[src/rtl/cmp_pack_pkg.sv]
// Shared constants, word field positions and FSM state type for the comparator sample packer.
package cmp_pack_pkg;

    localparam logic [7:0] SYNC_BYTE = 8'hA5;
    localparam logic [7:0] IDLE_BYTE = 8'h3C;

    localparam int SAMPLES_PER_WORD = 16;
    localparam int SAMPLE_W         = 4;
    localparam int IDX_W            = $clog2(SAMPLES_PER_WORD);
    localparam int WORD_W           = 80;

    localparam int SYNC_MSB    = 79;
    localparam int SYNC_LSB    = 72;
    localparam int SEQ_MSB     = 71;
    localparam int SEQ_LSB     = 64;
    localparam int PAYLOAD_MSB = 63;

    typedef enum logic [1:0] {
        IDLE    = 2'd0,
        CAPTURE = 2'd1,
        FLUSH   = 2'd2
    } state_t;

    function automatic logic [WORD_W-1:0] frame_word(
        input logic [SYNC_MSB-SYNC_LSB:0] hdr,
        input logic [SEQ_MSB-SEQ_LSB:0]   seq,
        input logic [PAYLOAD_MSB:0]       payload
    );
        frame_word = {hdr, seq, payload};
    endfunction

endpackage

[src/rtl/cmp_sample_packer_if.sv]
// Framed-word valid/ready hand-off toward the CDC FIFO feeding the GTH TX user data.
interface cmp_sample_packer_if;
    import cmp_pack_pkg::*;

    logic [WORD_W-1:0] out_data;
    logic              out_valid;
    logic              out_ready;

    modport master (output out_data, output out_valid, input out_ready);
    modport slave  (input out_data, input out_valid, output out_ready);

endinterface

[src/rtl/cmp_shift_accum.sv]
// Collects one 4-bit comparator sample per enabled cycle; the 16th sample completes the word
// combinationally so the top can register it on that same edge.
module cmp_shift_accum
    import cmp_pack_pkg::*;
(
    input  logic                  sample_clk,
    input  logic                  reset,
    input  logic                  en_i,
    input  logic                  clear_i,
    input  logic [SAMPLE_W-1:0]   sample_i,
    output logic [PAYLOAD_MSB:0]  word_o,
    output logic                  done_o
);

    // The last sample bypasses the register, so only 15 samples are ever stored.
    localparam int               ACC_W    = (SAMPLES_PER_WORD - 1) * SAMPLE_W;
    localparam logic [IDX_W-1:0] LAST_IDX = IDX_W'(SAMPLES_PER_WORD - 1);

    logic [ACC_W-1:0] acc_q, acc_d;
    logic [IDX_W-1:0] idx_q, idx_d;

    always_comb begin
        // NOTE: every signal gets a default first so no path leaves it unassigned (no latch).
        acc_d = acc_q;
        idx_d = idx_q;
        if (clear_i) begin
            acc_d = '0;
            idx_d = '0;
        end else if (en_i) begin
            acc_d = {sample_i, acc_q[ACC_W-1:SAMPLE_W]};
            idx_d = idx_q + IDX_W'(1);
        end
    end

    always_ff @(posedge sample_clk or posedge reset) begin
        // NOTE: non-blocking assignments so every register samples pre-edge values.
        if (reset) begin
            acc_q <= '0;
            idx_q <= '0;
        end else begin
            acc_q <= acc_d;
            idx_q <= idx_d;
        end
    end

    assign word_o = {sample_i, acc_q};
    assign done_o = en_i && !clear_i && (idx_q == LAST_IDX);

endmodule

[src/rtl/cmp_sample_packer.sv]
// Packs comparator samples into framed 80-bit words with drop accounting on backpressure.
// Optional idle-word fill on the output link is enabled by defining CMP_PACK_IDLE_FILL_EN.
module cmp_sample_packer
    import cmp_pack_pkg::*;
#(
    parameter int WCNT_W = 16
) (
    input  logic                   sample_clk,
    input  logic                   reset,
    input  logic [SAMPLE_W-1:0]    cmp_data,
    input  logic                   start,
    input  logic                   abort,
    input  logic [WCNT_W-1:0]      num_words,
    cmp_sample_packer_if.master    tx,
    output logic                   busy,
    output logic                   overflow,
    output logic [WCNT_W-1:0]      drop_cnt
);

    state_t              state_q, state_d;
    logic [7:0]          seq_q, seq_d;
    logic [WCNT_W-1:0]   wcnt_q, wcnt_d;
    logic [WCNT_W-1:0]   nwords_q, nwords_d;
    logic [WCNT_W-1:0]   drop_q, drop_d;
    logic                ovf_q, ovf_d;
    logic [WORD_W-1:0]   data_q, data_d;
    logic                valid_q, valid_d;
`ifdef CMP_PACK_IDLE_FILL_EN
    logic                idle_q, idle_d;
`endif

    logic                capturing;
    logic                word_done;
    logic                hold;
    logic [PAYLOAD_MSB:0] payload;

    assign capturing = (state_q == CAPTURE);

    cmp_shift_accum u_accum (
        .sample_clk (sample_clk),
        .reset      (reset),
        .en_i       (capturing),
        .clear_i    (!capturing || abort),
        .sample_i   (cmp_data),
        .word_o     (payload),
        .done_o     (word_done)
    );

    // A pending idle word never blocks a captured word; only real data can cause a drop.
`ifdef CMP_PACK_IDLE_FILL_EN
    assign hold = valid_q && !tx.out_ready && !idle_q;
`else
    assign hold = valid_q && !tx.out_ready;
`endif

    always_comb begin
        state_d  = state_q;
        seq_d    = seq_q;
        wcnt_d   = wcnt_q;
        nwords_d = nwords_q;
        ovf_d    = ovf_q;
        drop_d   = drop_q;
        data_d   = data_q;
        valid_d  = valid_q;
`ifdef CMP_PACK_IDLE_FILL_EN
        idle_d   = idle_q;
`endif

        unique case (state_q)
            IDLE: begin
                if (start) begin
                    state_d  = CAPTURE;
                    seq_d    = '0;
                    wcnt_d   = '0;
                    ovf_d    = 1'b0;
                    drop_d   = '0;
                    nwords_d = num_words;
                end
            end
            CAPTURE: begin
                if (abort) begin
                    state_d = IDLE;
                end else if (word_done) begin
                    seq_d  = seq_q + 8'd1;
                    wcnt_d = wcnt_q + WCNT_W'(1);
                    if ((nwords_q != '0) && (wcnt_d == nwords_q)) state_d = FLUSH;
                end
            end
            FLUSH: begin
                if (!valid_q || tx.out_ready) state_d = IDLE;
            end
            default: state_d = IDLE;
        endcase

        if (valid_q && tx.out_ready) valid_d = 1'b0;

        // Dropped words still consume their sequence number so the receiver sees the gap.
        if (word_done) begin
            if (hold) begin
                ovf_d = 1'b1;
                if (drop_q != '1) drop_d = drop_q + WCNT_W'(1);
            end else begin
                data_d  = frame_word(SYNC_BYTE, seq_q, payload);
                valid_d = 1'b1;
`ifdef CMP_PACK_IDLE_FILL_EN
                idle_d  = 1'b0;
`endif
            end
        end

`ifdef CMP_PACK_IDLE_FILL_EN
        if ((state_d == IDLE) && !valid_d) begin
            data_d  = frame_word(IDLE_BYTE, 8'h00, '0);
            valid_d = 1'b1;
            idle_d  = 1'b1;
        end
`endif
    end

    always_ff @(posedge sample_clk or posedge reset) begin
        if (reset) begin
            state_q  <= IDLE;
            seq_q    <= '0;
            wcnt_q   <= '0;
            nwords_q <= '0;
            ovf_q    <= 1'b0;
            drop_q   <= '0;
            data_q   <= '0;
            valid_q  <= 1'b0;
`ifdef CMP_PACK_IDLE_FILL_EN
            idle_q   <= 1'b0;
`endif
        end else begin
            state_q  <= state_d;
            seq_q    <= seq_d;
            wcnt_q   <= wcnt_d;
            nwords_q <= nwords_d;
            ovf_q    <= ovf_d;
            drop_q   <= drop_d;
            data_q   <= data_d;
            valid_q  <= valid_d;
`ifdef CMP_PACK_IDLE_FILL_EN
            idle_q   <= idle_d;
`endif
        end
    end

    assign tx.out_data  = data_q;
    assign tx.out_valid = valid_q;
    assign busy         = (state_q != IDLE);
    assign overflow     = ovf_q;
    assign drop_cnt     = drop_q;

endmodule

[src/flat_wrapper.sv]
// flat-port wrapper written by rule: the top's interface ports become plain ports
module cmp_sample_packer_flat import cmp_pack_pkg::*;
#(
    parameter int WCNT_W = 16
)
  (sample_clk, reset, cmp_data, start, abort, num_words, busy, overflow, drop_cnt, tx_out_data, tx_out_valid, tx_out_ready);
  cmp_sample_packer_if tx_i ();
  input  logic sample_clk;
  input  logic reset;
  input  logic [SAMPLE_W-1:0] cmp_data;
  input  logic start;
  input  logic abort;
  input  logic [WCNT_W-1:0] num_words;
  output logic busy;
  output logic overflow;
  output logic [WCNT_W-1:0] drop_cnt;
  output wire logic [$bits(tx_i.out_data)-1:0] tx_out_data;
  output wire logic [$bits(tx_i.out_valid)-1:0] tx_out_valid;
  input wire logic [$bits(tx_i.out_ready)-1:0] tx_out_ready;
  assign tx_out_data = tx_i.out_data;
  assign tx_out_valid = tx_i.out_valid;
  assign tx_i.out_ready = tx_out_ready;
  cmp_sample_packer #(.WCNT_W(WCNT_W)) u_core (.sample_clk(sample_clk), .reset(reset), .cmp_data(cmp_data), .start(start), .abort(abort), .num_words(num_words), .tx(tx_i), .busy(busy), .overflow(overflow), .drop_cnt(drop_cnt));
endmodule
[config.mk]
export PLATFORM = sky130hd
export DESIGN_NAME = cmp_sample_packer_flat
export DESIGN_NICKNAME = d
export VERILOG_FILES = /design/src/rtl/cmp_pack_pkg.sv /design/src/rtl/cmp_sample_packer_if.sv /design/src/rtl/cmp_shift_accum.sv /design/src/rtl/cmp_sample_packer.sv /design/src/flat_wrapper.sv
export SDC_FILE = /design/constraint.sdc
export NUM_CORES = 1
export LEC_CHECK = 0
export CORE_MARGIN = 4
export CORE_UTILIZATION = 33
export CTS_CLUSTER_SIZE = 28
export DETAILED_ROUTE_END_ITERATION = 10
export PLACE_DENSITY_LB_ADDON = 0.08
export SYNTH_ARGS = -nofsm -noshare
export SYNTH_HDL_FRONTEND = slang
export SYNTH_SLANG_ARGS = --single-unit
[constraint.sdc]
create_clock -name sample_clk -period 19 [get_ports sample_clk]
set_input_delay 1.9 -clock sample_clk [delete_from_list [all_inputs] [get_ports sample_clk]]
set_output_delay 1.9 -clock sample_clk [all_outputs]
set_load 0.05 [all_outputs]
==> results by group, run 1 <==
Yosys
  • Asr flop ratio synth: 100%
  • Yosys cell types: 50
  • Largest family of logic cells by synthesized area: simple AND/OR/NAND/NOR gates
  • Cell Area, Synth: about 8000 um^2
  • Area share of and/or/nand/nor cells after synthesis: 16.6%
  • Yosys Warn Count: 0
  • Synth Area in Adders: less than 1%
  • Compound-gate portion of the synthesized area: 4.67%
  • Synth Register Bits: 197
  • Synthesized instance count: between 600 and 700
  • EDFF count, synth: 0
  • Top FF cell, synth: dfrtp_1
  • Sequential area share after synthesis: 60.7%
  • Syn Area/Cell: around 12 um^2
  • Post-synthesis mux area share: 11.1%
  • XOR/XNOR share of the synthesized area: 3.45%

Drt
  • DRT Pass-1 Iters: 6
  • Via density: between 4 and 5
  • Initial drt markers: 258
  • Vias: ~5,300
  • Residual DRC count: 0
  • DRT Wirelength: roughly 17,000 um
  • Post-DR wirelength/cell: 15.5 um
  • Final ANT Viol Nets: 0

Power
  • Maximum VDD drop: 0.0000446 V
  • LEAKAGE: 4.82 nW
  • PwrDens: 93.8 nW/um^2

CTS
  • H-tree depth: 4
  • Clock root buffer: clkbuf_16
  • CTS tree: yes
  • Hold-fix buffers, CTS: 0
  • Post_cts resized: 0
  • Clk buf depth: 2
  • Clk sinks: 197
  • Latest clock arrival within the worst-skew pair: 0.43 ns
  • Setup bufs post-CTS: 0
  • Number of buffers created by CTS: 17
  • Reg clk slew, reported paths: 0.07 ns

Layout
  • Final #Nets: 818
  • Post-route cell area: 10,200 um^2
  • Most frequent cells in the layout: dfrtp_1, clkdlybuf4s50_1, nand2_1
  • Share of cells above drive strength 1: 5.74%
  • Synth-to-Final Area Change: 25.1%
  • Antenna diodes: 0
  • Core Util, Final: 41.9%
  • Most common library cell in the layout ignoring fill and taps: dfrtp_1

STA
  • PnR worst setup slack: around 15 ns
  • Setup violations, final: 0
  • Final-report hold violation count: 0
  • Worst hold margin: 0.465 ns
  • Slew margin rel.: 29.2%
  • Unrepaired setup endpoints after global routing: no
  • Actual slew at the worst max-slew pin: 1.06 ns
  • Final period util: approximately 22%
  • Setup_tns: 0 ns
  • Fmax: 240 MHz
  • Crit path time final: 4.18 ns
  • Max Slew Vio Count: 0
  • Clock skew: 0.00960 ns

Worst setup path
  • RR Startpoint: u_core.state_q[1]$_DFFE_PP0P_
  • Crit path kind: input pin to flip-flop
  • CP Data Required Time: approximately 19 ns
  • CP Capture Point: u_core.tx.out_data[5]$_DFFE_PP0P_
  • Slowest cell on the critical path: and2_4
  • CP Capture Type: flip-flop
  • R2r setup slk: 16.27 ns
  • Crit path from: abort
  • Peak fanout along the critical path: 73
  • CP Launch Type: input pin
  • Reg2reg path depth: 5
  • Critical Path AT: 4.48 ns
  • R2R Path End: u_core.tx.out_data[5]$_DFFE_PP0P_
  • CP peak stage delay: approximately 0.85 ns
  • CP Cell Sequence: clkdlybuf4s50_1 -> or3b_1 -> nor2_1 -> buf_4 -> and2_4 -> mux2_1

Global route
  • Vias in the first global route: 5,503
  • Largest net degree at the start of global routing: 121
  • GRT overflow: 0
  • Global-route wire length before repair: approximately 29,000 um
  • Antenna violations before repair: 0
  • GRT Overall Usage: 13.5%

Placed design
  • GP Congestion: 0.799
  • Placed cell area: 9560 um^2
  • Buffers on Ports: between 100 and 150
  • Pre-CTS setup slack: 14.32 ns
  • Detail Placement HPWL: 11,500 um

Flow run
  • Max-cap viol count: 0

Floorplan
  • Die Area: 27,200 um^2
  • Initial core utilization: 33.5%
  • Die H: around 160 um
  • Die W: 165 um
  • Total core area: approximately 24,000 um^2
  • Core Rows: 57
  • I/O pin cnt: roughly 120

Min path
  • Hold depth: 1
  • Hold WC Path Type: flip-flop to flip-flop

Status
  • Outcome: finished clean
==> area by class of cell <==
cell class	instances	area [um^2]
Clock inverter	15	176
Timing Repair Buffer	123	1220
Inverter	4	22.5
Sequential cell	197	4930
Fill cell	2351	14100
Tap cell	324	405
Multi-Input combinational cell	446	2980
Clock buffer	17	425
==> registers in the layout, summed over array words and instances, names as in the netlist <==
signal,flops
u_core.tx.out_data,73
u_core.u_accum.acc_q,60
u_core.drop_cnt,16
u_core.nwords_q,16
u_core.wcnt_q,16
u_core.seq_q,8
u_core.u_accum.idx_q,4
u_core.state_q,2
u_core.overflow,1
u_core.tx.out_valid,1
==> synth_stat cells, types with 2 or more instances <==
master / count / area, um^2
a21oi_1: 7 / 35.0
buf_2: 4 / 20.0
o31ai_1: 6 / 45.0
o21ai_0: 14 / 70.1
nand4_1: 13 / 81.3
mux2_1: 72 / 811
nand3_1: 22 / 110
nand2_1: 87 / 327
and3_1: 6 / 37.5
nor3_1: 6 / 30.0
o2111ai_1: 2 / 17.5
dfrtp_1: 197 / 4930
and4_1: 6 / 52.6
and2_1: 65 / 407
mux2i_1: 8 / 80.1
clkbuf_1: 21 / 78.8
o21ai_1: 20 / 100
buf_4: 14 / 105
nor4_1: 8 / 50.1
xor2_1: 22 / 193
or2_1: 3 / 18.8
nand2b_1: 4 / 25.0
inv_1: 4 / 15.0
ha_1: 4 / 50.1
xnor2_1: 10 / 87.6
a31oi_1: 2 / 12.5
or3_1: 4 / 25.0
o22ai_1: 2 / 12.5
nor2_1: 30 / 113
==> report_power, final <==
| group | internal, mW | switching (mW) | leakage [nW] | total (mW) |
|---|---|---|---|---|
| clock network | 0.179 | 0.183 | 0.293 | 0.362 |
| registers | 0.440 | 0.0246 | 2.72 | 0.465 |
| logic | 0.0424 | 0.0840 | 1.80 | 0.126 |
| total | 0.662 | 0.291 | 4.82 | 0.953 |
==> per-layer routing <==
metal	global-route usage (%)	vias to the layer above	share of wire [%]
met1	18.7	2644	48
met3	3.69	14	5.3
met4	4.08	0	1.1
met2	20.8	124	46
met5	0	-	0
li1	-	2534	-
==> worst min-delay path by stage <==
stage	startpoint	end
after detailed placement	u_core.u_accum.acc_q[0]$_DFFE_PP0P_	u_core.tx.out_data[0]$_DFFE_PP0P_
after floorplan	u_core.u_accum.idx_q[0]$_DFFE_PP0P_	u_core.u_accum.idx_q[0]$_DFFE_PP0P_
after CTS	u_core.u_accum.acc_q[0]$_DFFE_PP0P_	u_core.tx.out_data[0]$_DFFE_PP0P_
after global placement	u_core.u_accum.acc_q[3]$_DFFE_PP0P_	u_core.tx.out_data[3]$_DFFE_PP0P_
final	u_core.u_accum.acc_q[0]$_DFFE_PP0P_	u_core.tx.out_data[0]$_DFFE_PP0P_
after global routing	u_core.u_accum.acc_q[3]$_DFFE_PP0P_	u_core.tx.out_data[3]$_DFFE_PP0P_
==> stage by stage <==
| stage | total power, mW | instances |
|---|---|---|
| 3_3_place_gp | 0.600 | 1094 |
| 2_1_floorplan | 0.560 | 687 |
| 3_5_place_dp | 0.604 | 1094 |
| 5_1_grt | 1.01 | 1126 |
| 4_1_cts | 0.972 | 1126 |
| 6_report | 0.953 | 1126 |
==> cell families after synthesis <==
| kind of cell | after synthesis |
|---|---|
| XOR/XNOR | 32 |
| buffers and inverters | 44 |
| AND/OR/NAND/NOR | 263 |
| other | 1 |
| AO/OA/AOI/OAI | 62 |
| multiplexers | 81 |
| adder cells (fa/ha/maj) | 4 |
| flip-flops | 197 |
==> worst max-delay path: cells and delay by family <==
kind                   cells  cell delay (ns)
AND/OR/NAND/NOR            3             1.45
multiplexers               1             0.40
buffers and inverters      2             0.67
Power figures use the tool's default switching activity.
==> run 2, diff against run 1 <==
==> constraint.sdc (replaced) <==
create_clock -name sample_clk -period 4.3 [get_ports sample_clk]
set_input_delay 0.43 -clock sample_clk [delete_from_list [all_inputs] [get_ports sample_clk]]
set_output_delay 0.43 -clock sample_clk [all_outputs]
set_load 0.05 [all_outputs]
==> results by group, run 2 (synthesis gave the netlist of run 1 again) <==
Status
  • Outcome: finished clean

Worst setup path
  • Peak fanout along the critical path: 50 (-32%)
  • CP Data Required Time: 4.60 ns (-14.71 ns)
  • Crit path kind: input pin to flip-flop
  • CP Launch Type: input pin
  • CP Capture Type: flip-flop
  • Critical Path AT: 3.00 ns (-1.48 ns)

Power
  • PwrDens: 410 nW/um^2 (+340%)
  • Clock power frac: 37.4% (-0.6 points)
  • Maximum VDD drop: 0.000286 V (+540%)
  • Sw Pwr: 1.26 mW (+330%)
  • Sequential fraction of design power: 49.1% (+0.3 points)
  • Internal power: 2.92 mW (+340%)
  • Logic gate share of total power: 13.5% (+0.2 points)
  • Switch share: 30.2% (-0.32 points)
  • LEAKAGE: 4.82 nW (+0.15%)

STA
  • Actual slew at the worst max-slew pin: 1.15 ns (+0.0956 ns)
  • Slew margin rel.: 22.8% (-6.4 points)
  • PnR worst setup slack: 1.60 ns (-13.22 ns)
  • Fmax: 371 MHz
  • Unrepaired setup endpoints after global routing: no
  • Final period util: between 60% and 70%
  • Max Slew Vio Count: 0 (unchanged)
  • Setup_tns: 0 ns (unchanged)
  • Crit path time final: 2.70 ns
  • Clock skew: 0.0141 ns (+0.00448 ns)
  • Final-report hold violation count: 0 (unchanged)
  • Setup violations, final: 0 (unchanged)

CTS
  • Reg clk slew, reported paths: 0.08 ns (about the same)
  • Post_cts resized: 0 (unchanged)
  • Setup bufs post-CTS: 0 (unchanged)
  • Hold-fix buffers, CTS: 0 (unchanged)
  • Number of buffers created by CTS: 17 (unchanged)
  • Clk buf depth: 2 (unchanged)
  • Clk sinks: 197 (unchanged)
  • Latest clock arrival within the worst-skew pair: 0.42 ns (about the same)
  • CTS tree: yes
  • Clock root buffer: clkbuf_16
  • H-tree depth: 4 (unchanged)

Global route
  • Vias in the first global route: 5,513 (+0.18%)
  • Antenna violations before repair: 0 (unchanged)
  • GRT Overall Usage: 13.3% (-0.18 points)
  • GRT overflow: 0 (unchanged)
  • Largest net degree at the start of global routing: 83 (-31%)
  • Global-route wire length before repair: 29,000 um (-0.50%)

Floorplan
  • Initial core utilization: 33.5% (unchanged)
  • Die H: 165 um (unchanged)
  • Die W: 165 um (unchanged)
  • I/O pin cnt: 124 (unchanged)
  • Die Area: 27,200 um^2 (unchanged)
  • Core Rows: 57 (unchanged)
  • Total core area: 24,200 um^2 (unchanged)

Drt
  • Vias: 5,302 (-0.26%)
  • DRT Pass-1 Iters: 4 (-2)
  • Via density: 4.70 (-0.53%)
  • Final ANT Viol Nets: 0 (unchanged)
  • Residual DRC count: 0 (unchanged)
  • DRT Wirelength: 17,800 um (+1.6%)
  • Post-DR wirelength/cell: 15.7 um (+1.3%)
  • Initial drt markers: 309 (+20%)

Placed design
  • GP Congestion: 0.761 (-4.7%)
  • Detail Placement HPWL: 11,900 um (+3.2%)
  • Buffers on Ports: 119 (unchanged)
  • Pre-CTS setup slack: 1.09 ns (-13.23 ns)
  • Post-Place Cells: 1,097 (+0.27%)

Layout
  • Final std cells w/o fill: 1,129 (+0.27%)
  • Number of flip-flops in the largest register: 73 (unchanged)
  • Core Util, Final: 42.0% (+0.11 points)
  • Most frequent cells in the layout: dfrtp_1, clkdlybuf4s50_1, nand2_1
  • Most common library cell in the layout ignoring fill and taps: dfrtp_1
  • Share of cells above drive strength 1: 6.09% (+0.35 points)
  • Synth-to-Final Area Change: 25.5%
  • Antenna diodes: 0 (unchanged)
  • Fillcell total: 2,319 (-1.4%)
  • Final #Nets: 821 (+0.37%)

Min path
  • Hold WC Path Type: flip-flop to flip-flop

Flow run
  • Max-cap viol count: 0 (unchanged)
-- run 2: power groups by stage --
stage	Sequential (mW)	Combinational, mW	Clock, mW
after floorplan	2.05	0.419	0
after global placement	2.09	0.565	0
after detailed placement	2.09	0.578	0
after CTS	2.05	0.582	1.62
after global routing	2.07	0.643	1.68
final	2.05	0.566	1.56
-- run 2: layout make-up --
class                           instances  area, um^2  area share (%)
Clock buffer                           17         425            4.17
Clock inverter                         15         159            1.56
Inverter                                4        18.8           0.184
Multi-Input combinational cell        446        2980            29.3
Sequential cell                       197        4930            48.4
Tap cell                              324         405            3.98
Timing Repair Buffer                  126        1270            12.4
-- run 2: metrics by stage --
stage | instance area [um^2] | total power, mW | hold WS, ns
2_1_floorplan | 8140 | 2.47 | 0.432
3_3_place_gp | 9610 | 2.65 | 0.442
3_5_place_dp | 9610 | 2.67 | 0.449
4_1_cts | 10200 | 4.26 | 0.466
5_1_grt | 10200 | 4.40 | 0.489
6_report | 10200 | 4.18 | 0.464
-- run 2: worst max-delay path, stage by stage --
cell and delay [ns]:
clkdlybuf4s50_1 0.45, or3b_1 0.46, nor2_1 0.13, buf_4 0.24, and2_4 0.64, buf_12 0.27
mux2_1 0.34
-- run 2: worst paths after layout --
kind	cells after the start	start	endpoint	slack [ns]
max	7	abort	u_core.tx.out_data[65]$_DFFE_PP0P_	1.60
min	1	u_core.u_accum.acc_q[0]$_DFFE_PP0P_	u_core.tx.out_data[0]$_DFFE_PP0P_	0.46
max reg2reg	6	u_core.state_q[1]$_DFFE_PP0P_	u_core.tx.out_data[65]$_DFFE_PP0P_	1.61
min reg2reg	1	u_core.u_accum.acc_q[0]$_DFFE_PP0P_	u_core.tx.out_data[0]$_DFFE_PP0P_	0.46
max in group asynchronous	3	reset	u_core.u_accum.idx_q[0]$_DFFE_PP0P_	2.96
min in group asynchronous	3	reset	u_core.tx.out_data[71]$_DFFE_PP0P_	0.50
-- run 2: per-layer routing --
metal / up-vias / global-route usage (%) / wire [um]
li1: 2532 / - / -
met1: 2634 / 18.4 / 8380
met2: 124 / 21.5 / 8580
met3: 12 / 2.85 / 659
met4: 0 / 3.36 / 144
met5: - / 0 / 0
